--- config.mk ---
export PLATFORM = sky130hd
export DESIGN_NAME = core_seq
export DESIGN_NICKNAME = d
export VERILOG_FILES = /design/src/rtl/core_seq_pkg.sv /design/src/rtl/core_seq_timer.sv /design/src/rtl/core_seq.sv
export SDC_FILE = /design/constraint.sdc
export NUM_CORES = 1
export LEC_CHECK = 0
export BUFFER_PORTS_ARGS = -buffer_cell sky130_fd_sc_hd__buf_2
export CAP_MARGIN = 20
export CELL_PAD_IN_SITES_DETAIL_PLACEMENT = 1
export CELL_PAD_IN_SITES_GLOBAL_PLACEMENT = 1
export CORE_MARGIN = 2
export CORE_UTILIZATION = 35
export CTS_CLUSTER_DIAMETER = 150
export DETAILED_ROUTE_END_ITERATION = 8
export HOLD_SLACK_MARGIN = 0.08
export MAX_ROUTING_LAYER = met4
export PLACE_DENSITY_LB_ADDON = 0.1
export SLEW_MARGIN = 40
export SYNTH_ARGS = -nofsm -noshare
export SYNTH_HDL_FRONTEND = slang
export SYNTH_HIERARCHICAL = 1
export SYNTH_SLANG_ARGS = --single-unit
--- constraint.sdc ---
create_clock -name clk -period 2.6 [get_ports clk]
set_input_delay 0.39 -clock clk [delete_from_list [all_inputs] [get_ports clk]]
set_output_delay 0.39 -clock clk [all_outputs]
set_load 0.05 [all_outputs]
--- src/rtl/core_seq_pkg.sv ---
// Shared encodings for the NPC core sequencer: FSM state codes and the opcodes it decodes.
package core_seq_pkg;

  typedef enum logic [2:0] {
    ST_FETCH  = 3'd0,
    ST_WAIT_I = 3'd1,
    ST_DECODE = 3'd2,
    ST_EXEC   = 3'd3,
    ST_MEM    = 3'd4,
    ST_WB     = 3'd5,
    ST_HALT   = 3'd6,
    ST_ERR    = 3'd7
  } state_t;

  localparam logic [6:0] OP_LOAD   = 7'b0000011;
  localparam logic [6:0] OP_STORE  = 7'b0100011;
  localparam logic [6:0] OP_SYSTEM = 7'b1110011;

endpackage

--- src/rtl/core_seq_timer.sv ---
// Bus-wait watchdog: counts stalled cycles; expired is combinational on count==TIMEOUT.
// Zero-cycle flag latency, no backpressure; clear has priority over enable.
module seq_timer #(
  parameter int TMR_W   = 8,
  parameter int TIMEOUT = 255
) (
  input  logic clk,
  input  logic rst,
  input  logic clr,
  input  logic en,
  output logic expired
);

  logic [TMR_W-1:0] cnt;

  always_ff @(posedge clk) begin
    if (rst || clr) begin
      cnt <= '0;
    end else if (en) begin
      cnt <= cnt + 1'b1;
    end
  end

  assign expired = (cnt == TMR_W'(TIMEOUT));

endmodule

--- src/rtl/core_seq.sv ---
// Multi-cycle instruction sequencer: FSM, bus handshakes, writeback gating, retire counter.
// Architectural strobes (rf_we, pc_we) fire only in WB; HALT/ERR are absorbing until rst.
module core_seq
  import core_seq_pkg::*;
#(
  parameter int TMR_W   = 8,
  parameter int TIMEOUT = 255
) (
  input  logic        clk,
  input  logic        rst,
  output logic        imem_req_o,
  input  logic        imem_gnt_i,
  input  logic        imem_rvalid_i,
  output logic        ir_we_o,
  input  logic [6:0]  opcode_i,
  input  logic        we_i,
  input  logic        jump_branch_i,
  output logic        dmem_req_o,
  output logic        dmem_we_o,
  input  logic        dmem_rvalid_i,
  output logic        rf_we_o,
  output logic        pc_we_o,
  output logic        pc_sel_o,
  output logic [31:0] retire_cnt_o,
  output logic        halt_o,
  output logic        err_o,
  output logic [2:0]  state_o
);

  state_t state, state_next;
  logic   handshake, bus_wait, expired;

  always_ff @(posedge clk) begin
    if (rst) begin
      state <= ST_FETCH;
    end else begin
      state <= state_next;
    end
  end

  // A handshake arriving in the timeout cycle takes priority over ERR.
  always_comb begin
    state_next = state;
    handshake  = 1'b0;
    bus_wait   = 1'b0;
    case (state)
      ST_FETCH: begin
        bus_wait  = 1'b1;
        handshake = imem_gnt_i;
        if (handshake)    state_next = ST_WAIT_I;
        else if (expired) state_next = ST_ERR;
      end
      ST_WAIT_I: begin
        bus_wait  = 1'b1;
        handshake = imem_rvalid_i;
        if (handshake)    state_next = ST_DECODE;
        else if (expired) state_next = ST_ERR;
      end
      ST_DECODE: state_next = ST_EXEC;
      ST_EXEC: begin
        if (opcode_i == OP_SYSTEM)                             state_next = ST_HALT;
        else if (opcode_i == OP_LOAD || opcode_i == OP_STORE)  state_next = ST_MEM;
        else                                                   state_next = ST_WB;
      end
      ST_MEM: begin
        bus_wait  = 1'b1;
        handshake = dmem_rvalid_i;
        if (handshake)    state_next = ST_WB;
        else if (expired) state_next = ST_ERR;
      end
      ST_WB:   state_next = ST_FETCH;
      ST_HALT: state_next = ST_HALT;
      ST_ERR:  state_next = ST_ERR;
      default: state_next = ST_ERR;
    endcase
  end

  seq_timer #(
    .TMR_W   (TMR_W),
    .TIMEOUT (TIMEOUT)
  ) u_timer (
    .clk     (clk),
    .rst     (rst),
    .clr     (state_next != state),
    .en      (bus_wait && !handshake),
    .expired (expired)
  );

  always_ff @(posedge clk) begin
    if (rst) begin
      retire_cnt_o <= '0;
    end else if (state == ST_WB) begin
      retire_cnt_o <= retire_cnt_o + 32'd1;
    end
  end

  assign imem_req_o = (state == ST_FETCH);
  assign ir_we_o    = (state == ST_WAIT_I) && imem_rvalid_i;
  assign dmem_req_o = (state == ST_MEM);
  assign dmem_we_o  = (state == ST_MEM) && (opcode_i == OP_STORE);
  assign rf_we_o    = (state == ST_WB) && (we_i || opcode_i == OP_LOAD);
  assign pc_we_o    = (state == ST_WB);
  assign pc_sel_o   = (state == ST_WB) && jump_branch_i;
  assign halt_o     = (state == ST_HALT);
  assign err_o      = (state == ST_ERR);
  assign state_o    = state;

endmodule

; ---- Word level (Yosys, flattened, before mapping)
; Index checks and enable logic that the tools add are counted.
[op_classes]
n_reduce_logical = 11
add_sub_neg = 2
n_mux = 9
n_eq_ne = 12
[op_table]
columns = operator, n
row1 = "adder 32 x 1 -> 32 bit, second input constant", 1
row2 = case mux 3 bit (8 select lines), 1
row3 = "== test 3 bit, second input constant", 4
row4 = two-way mux 3 bit, 4
row5 = "adder 8 x 1 -> 8 bit, second input constant", 1
row6 = "== test 8 bit, second input constant", 1
row7 = "== test 7 x 2 -> 1 bit, second input constant", 1
row8 = "== test 7 x 6 -> 1 bit, second input constant", 1
row9 = "== test 7 bit, second input constant", 1
row10 = "== test 3 x 2 -> 1 bit, second input constant", 2
row11 = logical AND 1 bit, 5
row12 = "== test 3 x 1 -> 1 bit, second input constant", 1
row13 = logical NOT 3 bit, 1
row14 = logical OR 1 bit, 3
row15 = inequality test 3 bit, 1
row16 = case mux 1 bit (3 select lines), 1
row17 = OR reduction 3 bit, 1
row18 = two-way mux 1 bit, 2
row19 = two-way mux 2 bit, 1
row20 = logical NOT 1 bit, 1
[totals]
register_bits = 43
wordCells = 37

; ---- Logic depth before layout (Yosys ltp)
[logic_depth]
depth_word = 7
depth_mapped = 9

; ---- By module
; Netlist, hierarchy kept.
[by_module_without_submodules]
columns = module, area_per_inst_um2, cells_per_inst, instances
row1 = core_seq, 1948.1, 246, 1
row2 = seq_timer, 355.3, 40, 1

; ---- Worst setup path after synthesis
; No wires, ideal clock.
[synth_path]
path_kind = register -> output
startpoint = register state[2] (netlist: state_o[2])
endpoint = output dmem_we_o
path_stages_with_launch = 5
n_path_buf = 1
t_arrival_ns = 2.784
required_time_ns = 2.210
slack_ns = -0.574
cell_sequence = dfxtp_1 clkbuf_1 inv_1 nor3_1 and3_1
[synth_between]
elab_chain_len = 2
[synth_rtl]
columns = item, line
row1 = start: declaration, core_seq.sv:30  ; state_t state, state_next;
row2 = start signal: assignment, core_seq.sv:37  ; state <= state_next;
row3 = == test 3 bit, -
row4 = named net dmem_req_o, core_seq.sv:18  ; output logic dmem_req_o,
row5 = logical AND 1 bit, core_seq.sv:100  ; assign dmem_we_o = (state == ST_MEM) && (opcode_i == OP_STORE);
row6 = end: declaration, core_seq.sv:19  ; output logic dmem_we_o,
; The timed path passes the listed nets, and every way through them passes these cells.

; ---- Worst setup path after layout
[layout_path]
startpoint = register state[1] (netlist: state_o[1])
endpoint = output rf_we_o
[layout_between]
elab_chain_len = 2
[layout_rtl]
columns = item, line
row1 = == test 3 bit, core_seq.sv:101  ; assign rf_we_o = (state == ST_WB) && (we_i || opcode_i == OP_LOAD);
row2 = logical AND 1 bit, core_seq.sv:101
row3 = end: declaration, core_seq.sv:21  ; output logic rf_we_o,
; Every way passes these cells.

==> impl_metrics.toml <==
[floorplan]
rows = 29
die_y_um = 85.1
ios = 58
initial_core_util_pct = 36.3
fp.dieW_um = 85.1
design.die.area_um2 = 7250
coreArea_um2 = 6350

[placement]
port_buffers = 57
place_ws_ns = 0.368
dp.cells = 412
place.gp.congestion = 0.851
dp_hpwl_mm = 4.45
placed_cell_area_um2 = 2690

[detailed_routing]
viasPerCell = 5.43
drtPass1Iterations = 5
first_iter_violations = 35
vias = 2282
wire_per_inst_um = 14.1
drc = 0
ant_nets = 0
wl_mm = 5.94

[yosys]
synth_edf_count = 0
ys_seq_area_share_pct = 37.4
synth_cell_types = 43
synth_fp_nets = 302
syn_area_per_cell_um2 = 8.05
yosys_warnings = 6
syn_inst = 286
ys_ff_latch = 43
syn_area_um2 = 2300
async_flop_share_pct = 0
synth_ff_type = "dfxtp_1"

[sta]
rsz0062_at_grt = "no"
worst_slew_pin_slew_ns = 0.578
max_freq_mhz = 447
clock_skew_ns = 0.0116
worst_slack_ns = 0.364
timing.slew.headroom_pct = 61.4
fin_crit_ns = 2.24
maxSlewViolCount = 0
hold_violations = 0
finalSetupViolCount = 0
fin_crit_sh_pct = 86.0

[power_and_ir_drop]
peakVddDrop_uv = 303
power_leakage_nw = 1.10
power_density_nw_per_um2 = 622

[global_routing]
met1_usage_pct = 21.7
top_usage_layer = "met2"
grt_pass1_vias = 2190
grt_pass1_wl_mm = 10.2
grt_max_degree = 31
grt_use_met3_pct = 3.02
globalRouteMet2Util_pct = 29.0
grt_usage_pct = 17.6
grt_overflow_total = 0
antenna_found_initial = 0

[hold_path]
hold_class = "input pin to register"

[setup_path]
cp.required_ns = 2.21
arrival_ns = 1.85
max_stage_delay_ns = 0.47
worstPathCellList = "nor2b_1 -> nand2_1 -> nor2_1 -> buf_2"
slowest_stage = "dfxtp_1"
cp_max_fo = 15
startpoint_type = "register"
cp_num_buf_inv = 1
path_delay_family = "simple AND/OR/NAND/NOR gates"
worstSetupPathType = "register to output port"
crit_path_end_kind = "output port"

[cells_and_area]
final_nets = 358
final_cell_mix = "57 x buf_2, 43 x dfxtp_1, 30 x nor2_1, 24 x a21oi_1, 19 x nand2_1"
drive_above_1_share_pct = 24.2
fin_area_um2 = 2830
fin_cells = 420
final_common_cell = "buf_2"
syn_to_final_growth_pct = 22.7
fin_util_pct = 44.5
diodes = 0
fillers = 802

[clock_tree]
numClockSinks = 43
path_clk_slew_ns = 0.07
ctsResizeCount = 0
cts_tree = "done"
cts_buffers = 5
root_buffer = "clkbuf_8"
htreeDepth = 2
clockBufferDepth = 2
worstSkewPairLatency_ns = 0.30
cts_setup_buffers = 0
holdBufCountCts = 0

[outcome]
status = "complete, no violations"

[flow_run]
cap_violations = 0
## synthesized netlist by cell type (all sizes together), types with 3 or more instances
cell type | number | area [um^2]
a211oi | 4 | 30.0
or3 | 5 | 33.8
buf | 4 | 25.0
nor4 | 8 | 50.1
and4 | 4 | 35.0
nor2b | 7 | 43.8
nand4 | 8 | 65.1
nand3 | 19 | 100
xor2 | 8 | 70.1
nand2 | 19 | 71.3
o21ai | 9 | 45.0
and3 | 3 | 18.8
mux2 | 4 | 45.0
xnor2 | 8 | 70.1
or4 | 14 | 109
inv | 9 | 33.8
nor2 | 30 | 113
nor3 | 10 | 50.1
clkbuf | 13 | 48.8
a21oi | 24 | 120
dfxtp | 43 | 861
o31ai | 14 | 105
## cell type report
| type | instances | area, um^2 | area share, % |
|---|---|---|---|
| Inverter | 9 | 33.8 | 1.20 |
| Clock inverter | 2 | 60.1 | 2.12 |
| Clock buffer | 6 | 72.6 | 2.57 |
| Tap cell | 77 | 96.3 | 3.41 |
| Sequential cell | 43 | 861 | 30.5 |
| Timing Repair Buffer | 66 | 353 | 12.5 |
| Multi-Input combinational cell | 217 | 1350 | 47.8 |
## stage by stage
stage / hold WS [ns] / setup TNS (ns) / power (W)
finish: 0.448 / 0 / 0.00176
global route: 0.470 / 0 / 0.00185
CTS: 0.438 / 0 / 0.00178
detailed placement: 0.483 / 0 / 0.00117
global placement: 0.469 / 0 / 0.00116
floorplan: 0.452 / -0.116 / 0.00104
## state kept, by name, indices dropped and copies added (netlist names)
register	cells
retire_cnt_o	32
state_o	3
u_timer/cnt	8
## power breakdown
group	internal, W	switching [W]
clock network	0.000384	0.000227
registers	0.000678	0.0000415
logic	0.000142	0.000285
## worst paths after layout
check | from | endpoint | slack [ns] | cells past startpoint
setup reg to reg | u_timer/cnt[0] | u_timer/cnt[5] | 0.39 | 9
setup / recovery | state_o[1] | rf_we_o | 0.36 | 4
hold / removal | imem_gnt_i | state_o[1] | 0.45 | 4
hold reg to reg | retire_cnt_o[18] | retire_cnt_o[18] | 0.50 | 2
## layer usage
| metal | up-vias | part of all wire [%] |
|---|---|---|
| met3 | 5 | 3.7 |
| met4 | 0 | 1.1 |
| met2 | 34 | 49 |
| met1 | 1080 | 46 |
| li1 | 1163 | - |
| met5 | - | 0 |
## logic make-up (layout without fill, tap and decap cells)
family,Yosys count,in the layout,share of synthesized area (%)
buffers and inverters,26,83,4.67
flip-flops,43,43,37.4
XOR/XNOR,16,16,6.08
adder cells (fa/ha/maj),2,2,1.09
AND/OR/NAND/NOR,138,138,33.6
multiplexers,5,5,2.39
AO/OA/AOI/OAI,56,56,14.8
## tightest hold or removal path, stage by stage
cell      delay [ns]
buf_2           0.10
inv_1           0.06
nand2_1         0.07
a221oi_1        0.06
Note: power is estimated with default switching activity, not from simulation.
